**config.mk**
```make
export PLATFORM = sky130hd
export DESIGN_NAME = lcd_timing_pattern_gen
export DESIGN_NICKNAME = d
export VERILOG_FILES = /design/src/rtl/lcd_timing_pattern_gen.sv
export SDC_FILE = /design/constraint.sdc
export NUM_CORES = 1
export LEC_CHECK = 0
export ABC_AREA = 1
export BUFFER_PORTS_ARGS = -buffer_cell sky130_fd_sc_hd__buf_4
export CAP_MARGIN = 20
export CORE_AREA = 2 2 104 106
export DETAILED_ROUTE_END_ITERATION = 16
export DIE_AREA = 0 0 106 108
export GPL_TIMING_DRIVEN = 1
export PLACE_DENSITY = 0.72
export SYNTH_ARGS = -nofsm -noshare
export SYNTH_HDL_FRONTEND = slang
export SYNTH_SLANG_ARGS = --single-unit
```
**constraint.sdc**
```tcl
create_clock -name iCLK -period 3.3 [get_ports iCLK]
set_input_delay 0 -clock iCLK [delete_from_list [all_inputs] [get_ports iCLK]]
set_output_delay 0 -clock iCLK [all_outputs]
set_load 0.01 [all_outputs]
```
**src/rtl/lcd_timing_pattern_gen.sv**
```systemverilog
// lcd_timing_pattern_gen: parallel-RGB TFT timing generator with built-in test patterns.
// Ports: iCLK pixel clock, iRST async active-high reset, iMODE pattern select (frame-synchronous),
// iSOLID_RGB solid colour, iEXT_RGB external pixel; oREQ/oX/oY unregistered next-pixel request,
// oHD/oVD/oDEN/oLCD_* registered panel outputs, oFRAME_START/oFRAME_CNT frame marker and count.
module lcd_timing_pattern_gen #(
  parameter int H_ACTIVE = 480,
  parameter int H_FRONT  = 2,
  parameter int H_SYNC   = 41,
  parameter int H_BACK   = 2,
  parameter int V_ACTIVE = 272,
  parameter int V_FRONT  = 2,
  parameter int V_SYNC   = 10,
  parameter int V_BACK   = 2,
  parameter bit HS_POL   = 1'b0,
  parameter bit VS_POL   = 1'b0,
  parameter int DW       = 8
) (
  input  logic            iCLK,
  input  logic            iRST,
  input  logic [2:0]      iMODE,
  input  logic [3*DW-1:0] iSOLID_RGB,
  input  logic [3*DW-1:0] iEXT_RGB,
  output logic            oREQ,
  output logic [10:0]     oX,
  output logic [9:0]      oY,
  output logic            oHD,
  output logic            oVD,
  output logic            oDEN,
  output logic [DW-1:0]   oLCD_R,
  output logic [DW-1:0]   oLCD_G,
  output logic [DW-1:0]   oLCD_B,
  output logic            oFRAME_START,
  output logic [15:0]     oFRAME_CNT
);
  localparam int H_TOTAL = H_SYNC + H_BACK + H_ACTIVE + H_FRONT;
  localparam int V_TOTAL = V_SYNC + V_BACK + V_ACTIVE + V_FRONT;
  localparam logic [10:0] HS  = 11'(H_SYNC);
  localparam logic [10:0] HSB = 11'(H_SYNC + H_BACK);
  localparam logic [10:0] HAE = 11'(H_SYNC + H_BACK + H_ACTIVE);
  localparam logic [10:0] HL  = 11'(H_TOTAL - 1);
  localparam logic [9:0]  VS  = 10'(V_SYNC);
  localparam logic [9:0]  VSB = 10'(V_SYNC + V_BACK);
  localparam logic [9:0]  VAE = 10'(V_SYNC + V_BACK + V_ACTIVE);
  localparam logic [9:0]  VL  = 10'(V_TOTAL - 1);
  localparam logic [9:0]  V1  = 10'(V_ACTIVE / 3);
  localparam logic [9:0]  V2  = 10'(2 * V_ACTIVE / 3);

  logic [10:0]     r_h;
  logic [9:0]      r_v;
  logic [2:0]      r_mode;
  logic            w_h_last, w_v_last, w_first;
  logic [2:0]      w_bar;
  logic [DW-1:0]   w_g;
  logic [3*DW-1:0] w_rgb;

  assign w_h_last = r_h == HL;
  assign w_v_last = r_v == VL;
  assign w_first  = r_h == 11'd0 && r_v == 10'd0;
  assign oREQ     = r_h >= HSB && r_h < HAE && r_v >= VSB && r_v < VAE;
  assign oX       = oREQ ? r_h - HSB : '0;
  assign oY       = oREQ ? r_v - VSB : '0;
  assign w_g      = DW'(oX);

  always_ff @(posedge iCLK or posedge iRST)
    if (iRST) begin
      r_h    <= '0;
      r_v    <= '0;
      r_mode <= '0;
    end else begin
      r_h <= w_h_last ? '0 : r_h + 11'd1;
      if (w_h_last) r_v <= w_v_last ? '0 : r_v + 10'd1;
      if (w_h_last && w_v_last) r_mode <= iMODE;
    end

  // Bar index is the last threshold k*H_ACTIVE/8 that oX has reached; colour bits then fall
  // straight out of the index: R=~k[1], G=~k[2], B=~k[0] gives white..black in bar order.
  always_comb begin
    w_bar = '0;
    for (int k = 1; k < 8; k++)
      if (oX >= 11'(k * H_ACTIVE / 8)) w_bar = 3'(k);
    w_rgb = !oREQ           ? '0 :
            r_mode == 3'd0  ? {3{w_g}} :
            r_mode == 3'd1  ? (oY < V1 ? {w_g, {2*DW{1'b0}}} :
                               oY < V2 ? {{DW{1'b0}}, w_g, {DW{1'b0}}} : {{2*DW{1'b0}}, w_g}) :
            r_mode == 3'd2  ? {{DW{~w_bar[1]}}, {DW{~w_bar[2]}}, {DW{~w_bar[0]}}} :
            r_mode == 3'd3  ? {3*DW{oX[4] ^ oY[4]}} :
            r_mode == 3'd4  ? iSOLID_RGB :
            r_mode == 3'd5  ? iEXT_RGB : '0;
  end

  always_ff @(posedge iCLK or posedge iRST)
    if (iRST) begin
      oHD                      <= ~HS_POL;
      oVD                      <= ~VS_POL;
      oDEN                     <= 1'b0;
      {oLCD_R, oLCD_G, oLCD_B} <= '0;
      oFRAME_START             <= 1'b0;
      oFRAME_CNT               <= '0;
    end else begin
      oHD                      <= r_h < HS ? HS_POL : ~HS_POL;
      oVD                      <= r_v < VS ? VS_POL : ~VS_POL;
      oDEN                     <= oREQ;
      {oLCD_R, oLCD_G, oLCD_B} <= w_rgb;
      oFRAME_START             <= w_first;
      if (w_first) oFRAME_CNT <= oFRAME_CNT + 16'd1;
    end
endmodule

```
## Yosys cells after proc, flatten, opt, wreduce, memory -nomap -nowiden

Cells that the tools add are included.
W data, S select, Z words.

| word-level totals | value |
|---|---|
| flip-flop bits (word level) | 68 |
| latch bits | 0 |
| bits in writable memories | 0 |
| memory bits (read-only) | 0 |
| bits of input ports | 53 |
| output and inout bits | 66 |
| word-level logic and storage cells | 72 |
| memories kept | 0 |

| cells by class | value |
|---|---|
| $add $sub $neg | 5 |
| multipliers | 0 |
| divide/modulo/power cells | 0 |
| $lt $le $gt $ge | 15 |
| equality and inequality tests | 7 |
| shifts and indexed selects | 0 |
| mux-type cells | 22 |
| bitwise gates (word level) | 4 |
| reductions and logical operators | 8 |

Operator list:

| kind | count |
|---|---|
| $mux W24 | 8 |
| $ge A11 B9 Y1 const B | 3 |
| $ge A11 B6 Y1 const B | 2 |
| $ge A11 B8 Y1 const B | 2 |
| $mux W11 | 2 |
| $mux W10 | 2 |
| $mux W3 | 6 |
| $add A16 B1 Y16 const B | 1 |
| $mux W16 | 1 |
| $add A11 B1 Y11 const B | 1 |
| $eq A11 B10 Y1 const B | 1 |
| $ge A11 B7 Y1 const B | 1 |
| $logic_not A11 Y1 | 1 |
| $lt A11 B10 Y1 const B | 1 |
| $lt A11 B6 Y1 const B | 1 |
| $sub A11 B6 Y11 const B | 1 |
| $add A10 B1 Y10 const B | 1 |
| $eq A10 B9 Y1 const B | 1 |
| $ge A10 B4 Y1 const B | 1 |
| $logic_not A10 Y1 | 1 |
| $lt A10 B4 Y1 const B | 1 |
| $lt A10 B7 Y1 const B | 1 |
| $lt A10 B8 Y1 const B | 1 |
| $lt A10 B9 Y1 const B | 1 |
| other kinds (9) | 19 |

## Depth between registers and ports, before layout

| logic depth | value |
|---|---|
| depth in word-level cells | 18 |
| depth in mapped cells | 21 |
| depth with buffers taken out | 20 |

## Least setup slack after synthesis

OpenSTA, ideal clock, no wires.

| timing | value |
|---|---|
| kind | reg-to-reg |
| from | register r_v[2] |
| to | register oLCD_B[3] |
| arrival time | 2256 ps |
| slack | 918 ps |
| stages on the path, launching flop included | 17 |
| path buffers | 1 |
| period minus slack after synthesis | 2382 ps |
| path through | dfrtp_1 ha_1 nand2_1 nand3_1 nand2_1 nand2_1 nor2_4 nand2_2 buf_12 nor2_1 o31ai_1 nand2_1 nand2_1 nand2_1 nand2_2 nand2_1 a21oi_2 |

| on the way | value |
|---|---|
| longest elaborated chain between the ends | 17 |

RTL lines:

| element | RTL line | text |
|---|---|---|
| start, declared | 49 | `logic [9:0] r_v;` |
| start signal, assigned | 71 | `if (w_h_last) r_v <= w_v_last ? '0 : r_v + 10'd1;` |
| $ge A10 B4 Y1 | 59 | `assign oREQ = r_h >= HSB && r_h < HAE && r_v >= VSB && r_v < VAE;` |
| $logic_and A1 B1 Y1 | 59 |  |
| $logic_and A1 B1 Y1 * | 59 |  |
| $mux W11 * | 60 | `assign oX = oREQ ? r_h - HSB : '0;` |
| via oX[4] | 24 | `output logic [10:0] oX,` |
| $ge A11 B6 Y1 | 80 | `if (oX >= 11'(k * H_ACTIVE / 8)) w_bar = 3'(k);` |
| $mux W1 | 80 |  |
| $mux W3 (6 in series) | 80 |  |
| $not A1 Y1 | 85 | `r_mode == 3'd2 ? {{DW{~w_bar[1]}}, {DW{~w_bar[2]}}, {DW{~w_bar[0]}}} :` |
| $mux W24 * | 85 |  |
| $mux W24 * | 83 | `r_mode == 3'd1 ? (oY < V1 ? {w_g, {2*DW{1'b0}}} :` |
| $mux W24 * | 82 | `r_mode == 3'd0 ? {3{w_g}} :` |
| $mux W24 * | 81 | `w_rgb = !oREQ ? '0 :` |
| via w_rgb[3] | 54 | `logic [3*DW-1:0] w_rgb;` |
| end signal, assigned | 103 | `{oLCD_R, oLCD_G, oLCD_B} <= w_rgb;` |
| end, declared | 31 | `output logic [DW-1:0] oLCD_B,` |

Mark *: on every way through the listed nets, which the timed path passes. The rest lies on a longest branch.
A chain may end at the register's enable or synchronous reset.

## Worst setup path in the final report

| timing | value |
|---|---|
| from | register r_v[2] |
| to | register oLCD_B[6] |

| on the way | value |
|---|---|
| longest elaborated chain between the ends | 17 |

RTL lines:

| element | RTL line |
|---|---|
| $ge A10 B4 Y1 | 59 |
| $logic_and A1 B1 Y1 (2 in series) | 59 |
| $mux W11 | 60 |
| $ge A11 B6 Y1 | 80 |
| $mux W1 | 80 |
| $mux W3 (6 in series) | 80 |
| $not A1 Y1 | 85 |
| $mux W24 | 85 |
| $mux W24 | 83 |
| $mux W24 | 82 |
| $mux W24 * | 81 |
| via w_rgb[6] | 54 |

Marked as above.

==> results.cfg <==
[timing]
period_minus_slack_ns = 2.99
hold_viol = 0
period_share_pct = 90.6
maxSlewViolCount = 0
fin_worst_skew_ns = 0.0121
rsz0062_at_grt = false
setup_violations = 0
slew_headroom_pct = 51.8
fmax_mhz = 334
tightest_slew_ns = 0.722
fin_tns_setup_ns = 0

[critical_path]
critical_path.slowest_cell = dfrtp_1
slowest_delay_ns = 0.52
cp.depth = 17
r2r_start = r_v[2]$_DFFE_PP0N_
path_buf_inv = 2
cp-startpoint = r_v[2]$_DFFE_PP0N_
cp_max_fo = 19
crit_path_start_kind = flip-flop
path_class = flip-flop to flip-flop
critical_path_arrival_ns = 3.24
cp_common_cell = nand2_1
required_ns = 3.55
endpoint_kind = flip-flop
r2r_cells = 17
crit_family = simple AND/OR/NAND/NOR gates
path_cells = ha_1 > nand2_1 > nand3_1 > nand2_1 > nand2_1 > nor2_4 > nand2_2 > buf_4 > nor2_1 > buf_4 > o31ai_1 > nand2_1 > nand2_1 > nand2_1 > nand2_2 > nand2_1 > a21oi_1

[cts]
ctsHoldBuffers = 4
root_buffer = clkbuf_8
numCtsBuffers = 9
clkLatencyLatePin_ns = 0.35
cts_tree = built
cts.path.max_buffers = 2
h-tree-depth = 3
clkSinkCount = 68
post-cts-setup-buffer-count = 0
ctsResizeCount = 0
clk_transition_reported_paths_ns = 0.08

[routing]
wire_per_inst_um = 14.7
wl_met2_mm = 6.45
wl_met1_mm = 6.71
drc_errors = 0
totalWireLength_mm = 14.4
vias = 5163
vias_per_cell = 5.26
first_pass_iters = 7
detail-route-antenna-nets = 0
drtIter0Drc = 419
routed.top_layer = met4
dr_wl_met3_mm = 1.12

[global_route]
grtUsageTotal_pct = 25.8
overflow = 0
antenna_found_initial = 0
grt_pass1_vias = 4800
grt_pass1_wl_mm = 23.7
grt_max_degree = 49

[synth]
synth_edf_count = 0
postSynthCellCount = 720
synth.avg_cell_area_um2 = 6.83
synthMuxAreaShare_pct = 0
ys_types = 40
synth_warnings = 0
synth_simple_gate_area_share_pct = 39.8
synthAdderAreaFrac_pct = 2.29
synth-xor-area-share_pct = 4.81
mappedNetlistArea_um2 = 4920
syn_nets = 782
yosys_register_bits = 68
synth_top_family_by_area = simple AND/OR/NAND/NOR gates
seq_area_frac_synth_pct = 34.7
synth-main-ff-cell = dfrtp_1
async_flop_share_pct = 100
synth-compound-area-share_pct = 7.61

[placement]
dp_hpwl_mm = 11.1
placed_cell_area_um2 = 5920
gp_congestion = 0.929
io_buffers = 118

[die]
start_util_pct = 48.0
std_cell_rows = 37
io_pins = 119
die_h_um = 108
fp.dieW_um = 106
dieArea_um2 = 11400
core_area_um2 = 10200

[final_layout]
area_growth_pct = 25.3
fillers = 932
final_area_um2 = 6160
nets = 903
drive_gt1_share_pct = 23.3
n_antenna_cell = 0

[pwr]
vdd.ir_drop.worst_v = 0.000152
p_leak_nw = 3.39
p_per_area_nw_per_um2 = 256

[run]
maxCapViolations = 0

[outcome]
status = completed

[worst_hold_path]
hold_path.class = primary input to async pin
-- placed cells by master (no fill, tap or decap), drive strengths merged, types with 18 or more instances in the layout --
master  netlist  final
nand4        30     30
inv         102    102
buf          11    131
nand2       186    186
o21ai        34     34
nand3        94     94
nor2         88     88
a21oi        19     19
xor2         18     18
dfrtp        66     66
-- power breakdown --
group | leakage (nW) | switching [mW] | internal (mW)
logic | 2.39 | 0.0272 | 0.0452
clock network | 0.0931 | 0.329 | 0.346
registers | 0.908 | 0 | 0.833
-- path summary, 6_finish.rpt --
kind	endpoint	slack, ns
min in group iCLK	oLCD_B[1]$_DFF_PP0_	0.16
min reg2reg	oFRAME_CNT[15]$_DFFE_PP0P_	0.48
min	oFRAME_CNT[13]$_DFFE_PP0P_	0.15
max in group asynchronous	oVD$_DFF_PP1_	2.27
max	oLCD_B[6]$_DFF_PP0_	0.31
max reg2reg	oLCD_B[6]$_DFF_PP0_	0.31
-- synth_stat cells (5+ instances only) --
cell type	number	area share (%)
nand4_1	30	3.8
nand2_2	9	1.1
ha_1	9	2.3
clkbuf_1	14	1.1
inv_2	9	0.69
xor2_1	18	3.2
nor3_1	15	1.5
inv_1	92	7.0
nor2_2	10	1.3
nor4_1	5	0.64
a21oi_2	5	0.89
nor2_1	71	5.4
nand3_1	93	9.5
nand2_1	176	13
dfrtp_1	66	34
a21oi_1	14	1.4
xnor2_1	9	1.6
o21ai_0	31	3.2
nor2_4	6	1.4
a31oi_1	8	1.0
-- cells by family (layout without fill, tap and decap cells) --
family | count (synthesis) | in the layout
adder cells (fa/ha/maj) | 9 | 9
flip-flops | 68 | 68
AND/OR/NAND/NOR | 423 | 423
XOR/XNOR | 27 | 27
AO/OA/AOI/OAI | 65 | 65
buffers and inverters | 128 | 254
-- metrics by stage --
| stage | hold slack [ns] | util, % | power [mW] | instances | setup WS (ns) |
|---|---|---|---|---|---|
| 5_1_grt | 0.169 | 60.2 | 1.64 | 982 | 0.0344 |
| 6_report | 0.152 | 60.2 | 1.58 | 982 | 0.310 |
| 3_5_place_dp | 0.218 | 57.8 | 0.917 | 961 | 0.396 |
| 2_1_floorplan | 0.121 | - | 0.863 | 720 | 0.918 |
| 3_3_place_gp | 0.220 | 57.8 | 0.917 | 961 | 0.551 |
| 4_1_cts | 0.155 | 60.0 | 1.59 | 981 | 0.357 |
-- area by class of cell --
class                   count  area (um^2)  share of cell area (%)
multi-input cells         524         2680                    43.5
flip-flops and latches     68         1700                    27.7
repair buffers            135         1040                    16.8
inverters                 103          389                    6.31
well taps                 136          170                    2.76
clock buffers              11          131                    2.13
clock inverters             5         52.6                   0.853
-- state kept, by name, summed over array words and instances, names as in the netlist --
register and flops:
oLCD_B 8, oHD 1, oLCD_R 8, oLCD_G 8, oVD 1, r_v 10, oDEN 1, oFRAME_START 1
oFRAME_CNT 16, r_mode 3, r_h 11
-- per-layer routing --
metal  GRT usage [%]  vias to the layer above
met1            37.1                     2359
met4            6.39                        0
met5               0                        -
met3            5.06                       14
li1                -                     2564
met2            40.2                      226
-- tightest hold or removal path, delay by kind of cell --
kind	cells	cell delay [ns]
buffers and inverters	3	0.89
No activity file was read; power rests on OpenSTA's default activity.
